$ cat config.mk
export PLATFORM = sky130hd
export DESIGN_NAME = stream_demux
export DESIGN_NICKNAME = d
export VERILOG_FILES = /design/src/rtl/stream_demux_pkg.sv /design/src/rtl/stream_demux_reg.sv /design/src/rtl/stream_demux.sv
export SDC_FILE = /design/constraint.sdc
export NUM_CORES = 1
export LEC_CHECK = 0
export BUFFER_PORTS_ARGS = -buffer_cell sky130_fd_sc_hd__clkbuf_2
export CAP_MARGIN = 20
export CORE_MARGIN = 3
export CORE_UTILIZATION = 30
export DETAILED_ROUTE_END_ITERATION = 10
export GPL_TIMING_DRIVEN = 0
export PLACE_DENSITY = 0.52
export SETUP_SLACK_MARGIN = 0.4
export SLEW_MARGIN = 20
export SYNTH_ARGS = -nofsm -noshare
export SYNTH_HDL_FRONTEND = slang
export SYNTH_HIERARCHICAL = 1
export SYNTH_SLANG_ARGS = --single-unit
$ cat constraint.sdc
create_clock -name clk -period 7.55 [get_ports clk]
set_clock_uncertainty 0.15 [all_clocks]
set_input_delay 0 -clock clk [delete_from_list [all_inputs] [get_ports clk]]
set_output_delay 0 -clock clk [all_outputs]
set_load 0.05 [all_outputs]
$ cat src/rtl/stream_demux_pkg.sv
// stream_demux_pkg
//   Shared definitions for the stream demultiplexer: FSM state encoding,
//   drop-counter width and a saturating-increment helper.
package stream_demux_pkg;

    localparam int DROP_CNT_W = 16;

    typedef enum logic [1:0] {
        ST_IDLE = 2'd0,  // waiting for the first beat of a packet
        ST_PKT  = 2'd1,  // forwarding to the latched destination
        ST_DROP = 2'd2   // swallowing the rest of a rejected packet
    } state_t;

    // Saturating increment: sticks at all-ones instead of wrapping.
    function automatic logic [DROP_CNT_W-1:0] sat_inc(input logic [DROP_CNT_W-1:0] v);
        return (&v) ? v : v + DROP_CNT_W'(1);
    endfunction

endpackage

$ cat src/rtl/stream_demux_reg.sv
// stream_demux_reg
//   One-entry valid/ready register slice carrying data, last and the
//   destination channel. Can load and drain in the same cycle, so a
//   continuously ready sink sees full throughput.
// Ports:
//   clk, rst        clock, synchronous active-high reset
//   s_valid/s_ready load strobe / slice can accept (empty or draining)
//   s_data/s_last/s_dest  beat to store
//   m_valid/m_ready slice full / sink taking the stored beat
//   m_data/m_last/m_dest  stored beat (held stable while not taken)
module stream_demux_reg
    import stream_demux_pkg::*;
#(
    parameter int WIDTH = 8,
    parameter int SEL_W = 3
) (
    input  logic             clk,
    input  logic             rst,
    input  logic             s_valid,
    output logic             s_ready,
    input  logic [WIDTH-1:0] s_data,
    input  logic             s_last,
    input  logic [SEL_W-1:0] s_dest,
    output logic             m_valid,
    input  logic             m_ready,
    output logic [WIDTH-1:0] m_data,
    output logic             m_last,
    output logic [SEL_W-1:0] m_dest
);

    logic full;

    // Ready depends only on state and the sink, never on s_valid.
    assign s_ready = !full || m_ready;
    assign m_valid = full;

    always_ff @(posedge clk) begin
        if (rst) begin
            full   <= 1'b0;
            m_data <= '0;
            m_last <= 1'b0;
            m_dest <= '0;
        end else if (s_valid && s_ready) begin
            full   <= 1'b1;
            m_data <= s_data;
            m_last <= s_last;
            m_dest <= s_dest;
        end else if (m_ready) begin
            full   <= 1'b0;
        end
    end

endmodule

$ cat src/rtl/stream_demux.sv
// stream_demux
//   Packet demultiplexer: the first beat of each packet picks a destination
//   channel (in_sel). Enabled channels get the whole packet through a
//   one-entry output register; packets aimed at a disabled channel are
//   swallowed and counted in a saturating drop counter.
// Ports:
//   clk, rst                synchronous active-high reset
//   in_valid/in_ready       input handshake
//   in_data/in_last/in_sel  input beat, in_sel used on first beat only
//   ch_en                   channel enable mask, sampled on first beat
//   out_valid[N_OUT]        one-hot valid of the destination channel
//   out_ready[N_OUT]        per-channel ready
//   out_data/out_last       shared payload and last flag
//   drop_cnt                dropped-packet count, saturating
module stream_demux
    import stream_demux_pkg::*;
#(
    parameter int WIDTH = 8,
    parameter int N_OUT = 8,
    parameter int SEL_W = $clog2(N_OUT)
) (
    input  logic                  clk,
    input  logic                  rst,
    input  logic                  in_valid,
    output logic                  in_ready,
    input  logic [WIDTH-1:0]      in_data,
    input  logic [SEL_W-1:0]      in_sel,
    input  logic                  in_last,
    input  logic [N_OUT-1:0]      ch_en,
    output logic [N_OUT-1:0]      out_valid,
    input  logic [N_OUT-1:0]      out_ready,
    output logic [WIDTH-1:0]      out_data,
    output logic                  out_last,
    output logic [DROP_CNT_W-1:0] drop_cnt
);

    state_t           state, state_nxt;
    logic [SEL_W-1:0] dest;
    logic [SEL_W-1:0] fwd_dest;
    logic             fwd_load;
    logic             drop_inc;
    logic             accept;
    logic             sel_en;
    logic             reg_ready;
    logic             reg_valid;
    logic [SEL_W-1:0] reg_dest;

    // DROP never touches the output register, so it can always sink beats.
    assign in_ready = !rst && ((state == ST_DROP) || reg_ready);
    assign accept   = in_valid && in_ready;
    assign sel_en   = ch_en[in_sel];

    // State register, latched destination and drop counter
    always_ff @(posedge clk) begin
        if (rst) begin
            state    <= ST_IDLE;
            dest     <= '0;
            drop_cnt <= '0;
        end else begin
            state <= state_nxt;
            if (fwd_load) dest <= fwd_dest;
            if (drop_inc) drop_cnt <= sat_inc(drop_cnt);
        end
    end

    // Next-state logic
    always_comb begin
        state_nxt = state;
        case (state)
            ST_IDLE: begin
                // A single-beat packet never leaves IDLE.
                if (accept && !in_last) state_nxt = sel_en ? ST_PKT : ST_DROP;
            end
            ST_PKT, ST_DROP: begin
                if (accept && in_last) state_nxt = ST_IDLE;
            end
            default: state_nxt = ST_IDLE;
        endcase
    end

    // Output logic: forward strobe, its destination, drop strobe
    always_comb begin
        fwd_load = 1'b0;
        fwd_dest = dest;
        drop_inc = 1'b0;
        case (state)
            ST_IDLE: begin
                if (accept) begin
                    if (sel_en) begin
                        fwd_load = 1'b1;
                        fwd_dest = in_sel;
                    end else begin
                        drop_inc = 1'b1;
                    end
                end
            end
            ST_PKT:  fwd_load = accept;
            default: ;
        endcase
    end

    stream_demux_reg #(
        .WIDTH (WIDTH),
        .SEL_W (SEL_W)
    ) u_reg (
        .clk     (clk),
        .rst     (rst),
        .s_valid (fwd_load),
        .s_ready (reg_ready),
        .s_data  (in_data),
        .s_last  (in_last),
        .s_dest  (fwd_dest),
        .m_valid (reg_valid),
        .m_ready (out_ready[reg_dest]),
        .m_data  (out_data),
        .m_last  (out_last),
        .m_dest  (reg_dest)
    );

    // Channel decode
    always_comb begin
        out_valid = '0;
        if (reg_valid) out_valid[reg_dest] = 1'b1;
    end

endmodule

==> flow_summary_export.csv <==
group,metric,value,unit
sta,setup_tns,0,ns
placement,place_ws,4.44,ns
route,via_per_inst,5.08,
route,wl_per_cell,13.5,µm
logic_synthesis,synth-edff-count,0,
route,drt_iter0_markers,104,
critical_path,critPathKind,"flip-flop to flip-flop",
grt,grt_pass1_wl,8.80,mm
worst_hold_path,holdPathEnd,"state[0]$_SDFFE_PP0P_",
sta,hold_viol,0,
floorplanning,dieWidth,89.0,µm
layout,utilization,0.416,
cts,clkTransAtPathRegs,0.07,ns
route,drc,0,
route,wl_met2,2.43,mm
worst_hold_path,min_path_cells,5,
floorplanning,start_util,0.317,
logic_synthesis,yosys.cell_types.count,50,
critical_path,critical_path.max_fanout,10,
route,highest_layer,"met4",
sta,fin_ws,4.15,ns
route,drt-met1-wl,2.50,mm
critical_path,cp-end-kind,"flip-flop",
sta,rsz0062_at_grt,"false",
floorplanning,core_area,0.00653,mm²
worst_hold_path,hold_path.class,"input pin to flip-flop",
run_status,status,"finished clean",
critical_path,timing.rr.end,"u_reg/m_data[3]$_SDFFE_PP0P_",
floorplanning,rows,29,
cts,hold_buffers,14,
logic_synthesis,synth_top_area_frac,0.329,
sta,finalCritPeriodShare,0.451,
logic_synthesis,synth-async-reset-ratio,0,
logic_synthesis,yosysSeqAreaShare,0.329,
sta,slew_headroom,0.598,
logic_synthesis,syn-instance-count,229,
logic_synthesis,yosys_warnings,6,
route,ant_nets,0,
cts,cts.repair.resized,0,
cts,clock-root-buffer,"clkbuf_8",
worst_hold_path,hp-start,"in_valid",
sta,min_period,3.40,ns
grt,grt_usage,0.141,
grt,grt_pass1_vias,1930,
layout,final_layout_size_suffix_gt1_frac,0.321,
grt,antenna_found_initial,0,
floorplanning,io_pins,65,
route,route.met3.wl,274,µm
sta,whs,0.0237,ns
critical_path,critPathLaunchType,"flip-flop",
grt,grt_max_degree,11,
layout,antennaDiodeCount,0,
critical_path,rrSetupSlack,4.15,ns
route,wl,5.27,mm
sta,drv_slew,0,
logic_synthesis,syn-num-nets,264,
critical_path,required,7.58,ns
cts,htreeDepth,2,
cts,clkSinkCount,34,
critical_path,r2r-start,"u_reg/m_dest[0]$_SDFFE_PP0P_",
power_and_ir_drop,p_per_area,156,mW/mm²
route,first_pass_iters,4,
logic_synthesis,avgSynthCellArea,9.03,µm²
cts,cts_tree,"done",
placement,port_buffers,61,
cts,clk_latency,0.29,ns
critical_path,worstPathArrival,3.43,ns
cts,numCtsBuffers,5,
placement,dp_hpwl,3.97,mm
critical_path,r2r_cells,13,
logic_synthesis,synthFlopType,"dfxtp_1",
sta,finalSetupViolCount,0,
logic_synthesis,synth_top_area_cell,"dfxtp_1",
job,drv_cap,0,
layout,final_nets,346,
power_and_ir_drop,ir_drop,0.0600,mV
cts,cts_max_path_buffers,2,
sta,fmax,294,MHz
power_and_ir_drop,leakage,1.14,nW
route,num_vias,1978,
placement,routabilityCongestion,0.721,
logic_synthesis,synth.area.top_cells,"dfxtp_1 33%, nand3_1 4.8%, a21oi_1 4.1%, mux2i_1 3.9%, a21bo_1 2.9%",
floorplanning,die_y,89.0,µm
sta,max_slew.worst_pin.slew,0.604,ns
logic_synthesis,synth_area,0.00207,mm²
layout,area_delta_synth_final,31.3,%
logic_synthesis,ys_seq_elements,34,
cts,postCtsSetupBuffers,0,
floorplanning,dieArea,0.00793,mm²
grt,overflow,0,
[critical path: stages (launching register included)]
cell and delay (ns):
dfxtp_1 0.44, mux4_2 0.52, mux2_2 0.27, nand2b_4 0.14
buf_6 0.13, buf_4 0.17, o21ba_2 0.24, nand2_1 0.11
nor2_1 0.05, buf_2 0.15, buf_2 0.19, nand3_1 0.12
a21oi_1 0.07, dlygate4sd3_1 0.55
[worst max-delay path by stage]
stage	depth (start not counted)	from	slack, ns	endpoint
after floorplan	11	u_reg/m_dest[0]$_SDFFE_PP0P_	4.52	u_reg/m_dest[0]$_SDFFE_PP0P_
after global placement	11	u_reg/m_dest[0]$_SDFFE_PP0P_	4.43	u_reg/m_dest[0]$_SDFFE_PP0P_
final	13	u_reg/m_dest[0]$_SDFFE_PP0P_	4.15	u_reg/m_data[3]$_SDFFE_PP0P_
after CTS	13	u_reg/m_dest[0]$_SDFFE_PP0P_	4.15	u_reg/m_data[3]$_SDFFE_PP0P_
after global routing	13	u_reg/m_dest[0]$_SDFFE_PP0P_	3.96	u_reg/m_data[3]$_SDFFE_PP0P_
after detailed placement	11	u_reg/m_dest[0]$_SDFFE_PP0P_	4.44	u_reg/m_dest[0]$_SDFFE_PP0P_
[cell families (layout without fill, tap and decap cells)]
family / Yosys count / after routing / share of synthesized area
buf+inv: 19 / 102 / 0.0550
compound gates: 56 / 56 / 0.211
simple gates: 99 / 99 / 0.279
fa+ha+maj: 4 / 4 / 0.0242
mux: 17 / 17 / 0.102
flops: 34 / 34 / 0.329
[area by class of cell]
cell class                      instances  area (µm²)
Fill cell                             682        3810
Multi-Input combinational cell        176        1270
Sequential cell                        34         681
Timing Repair Buffer                   75         445
Tap cell                               77        96.3
Buffer                                 13        91.3
Clock buffer                            7        76.3
Clock inverter                          1        30.0
Inverter                                6        22.5
[routing by layer]
metal / global-route usage / up-vias
met5: 0 / -
met4: 0.0365 / 0
met3: 0.0406 / 8
met2: 0.226 / 48
met1: 0.185 / 902
li1: - / 1020
[power breakdown]
group / internal [W] / switching [W] / total [W]
logic: 0.0000302 / 0.0000408 / 0.0000710
clock network: 0.0000988 / 0.0000667 / 0.000166
registers: 0.000183 / 0.00000260 / 0.000186
total: 0.000312 / 0.000110 / 0.000422
[synth_stat cells (2+ instances only)]
master / n
dfxtp_1: 34
nand3_1: 20
a21oi_1: 17
nor2_1: 12
nand2_1: 10
nand4_1: 9
mux2i_1: 8
nand2b_1: 8
and3_1: 7
nor2b_1: 7
nor3_1: 7
a21bo_1: 6
a21bo_2: 6
a21oi_2: 6
inv_1: 6
and2_1: 5
buf_2: 4
ha_1: 4
and4_1: 3
buf_6: 3
clkbuf_1: 3
mux2_1: 3
o21ai_0: 3
a31o_1: 2
a31oi_1: 2
mux2_2: 2
mux2_4: 2
mux4_2: 2
nor3b_1: 2
o211ai_1: 2
o21ai_1: 2
o31ai_1: 2
or3_1: 2
or4_1: 2
[registers in the layout (all words and copies together), names as in the netlist]
signal / count
drop_cnt: 16
u_reg/m_valid: 1
dest: 3
state: 2
u_reg/m_data: 8
u_reg/m_dest: 3
u_reg/m_last: 1
[metrics by stage]
stage,area [µm²],power (W),instances
after floorplan,2070,0.000237,229
after global placement,2470,0.000256,367
after detailed placement,2470,0.000256,367
after CTS,2720,0.000430,389
after global routing,2720,0.000445,389
final,2720,0.000422,389
[cells in the final DEF (no fill, tap or decap), types with 2 or more instances in the layout]
master,count
nand3_1,20
nand2_1,10
and3_1,7
dlygate4sd3_1,14
mux4_2,2
buf_2,4
o211ai_1,2
mux2_1,3
a21oi_1,17
a21oi_2,6
buf_6,3
a31o_1,2
mux2_2,2
clkbuf_8,5
nand2b_1,8
o21ai_1,2
ha_1,4
a21bo_1,6
a21bo_2,6
o21ai_0,3
and2_1,5
nand4_1,9
nor2_1,12
and4_1,3
or4_1,2
a31oi_1,2
nor3b_1,2
dfxtp_1,34
nor2b_1,7
mux2i_1,8
mux2_4,2
clkbuf_1,5
nor3_1,7
or3_1,2
o31ai_1,2
inv_1,6
clkbuf_2,61
Note: power is estimated with default switching activity, not from simulation.
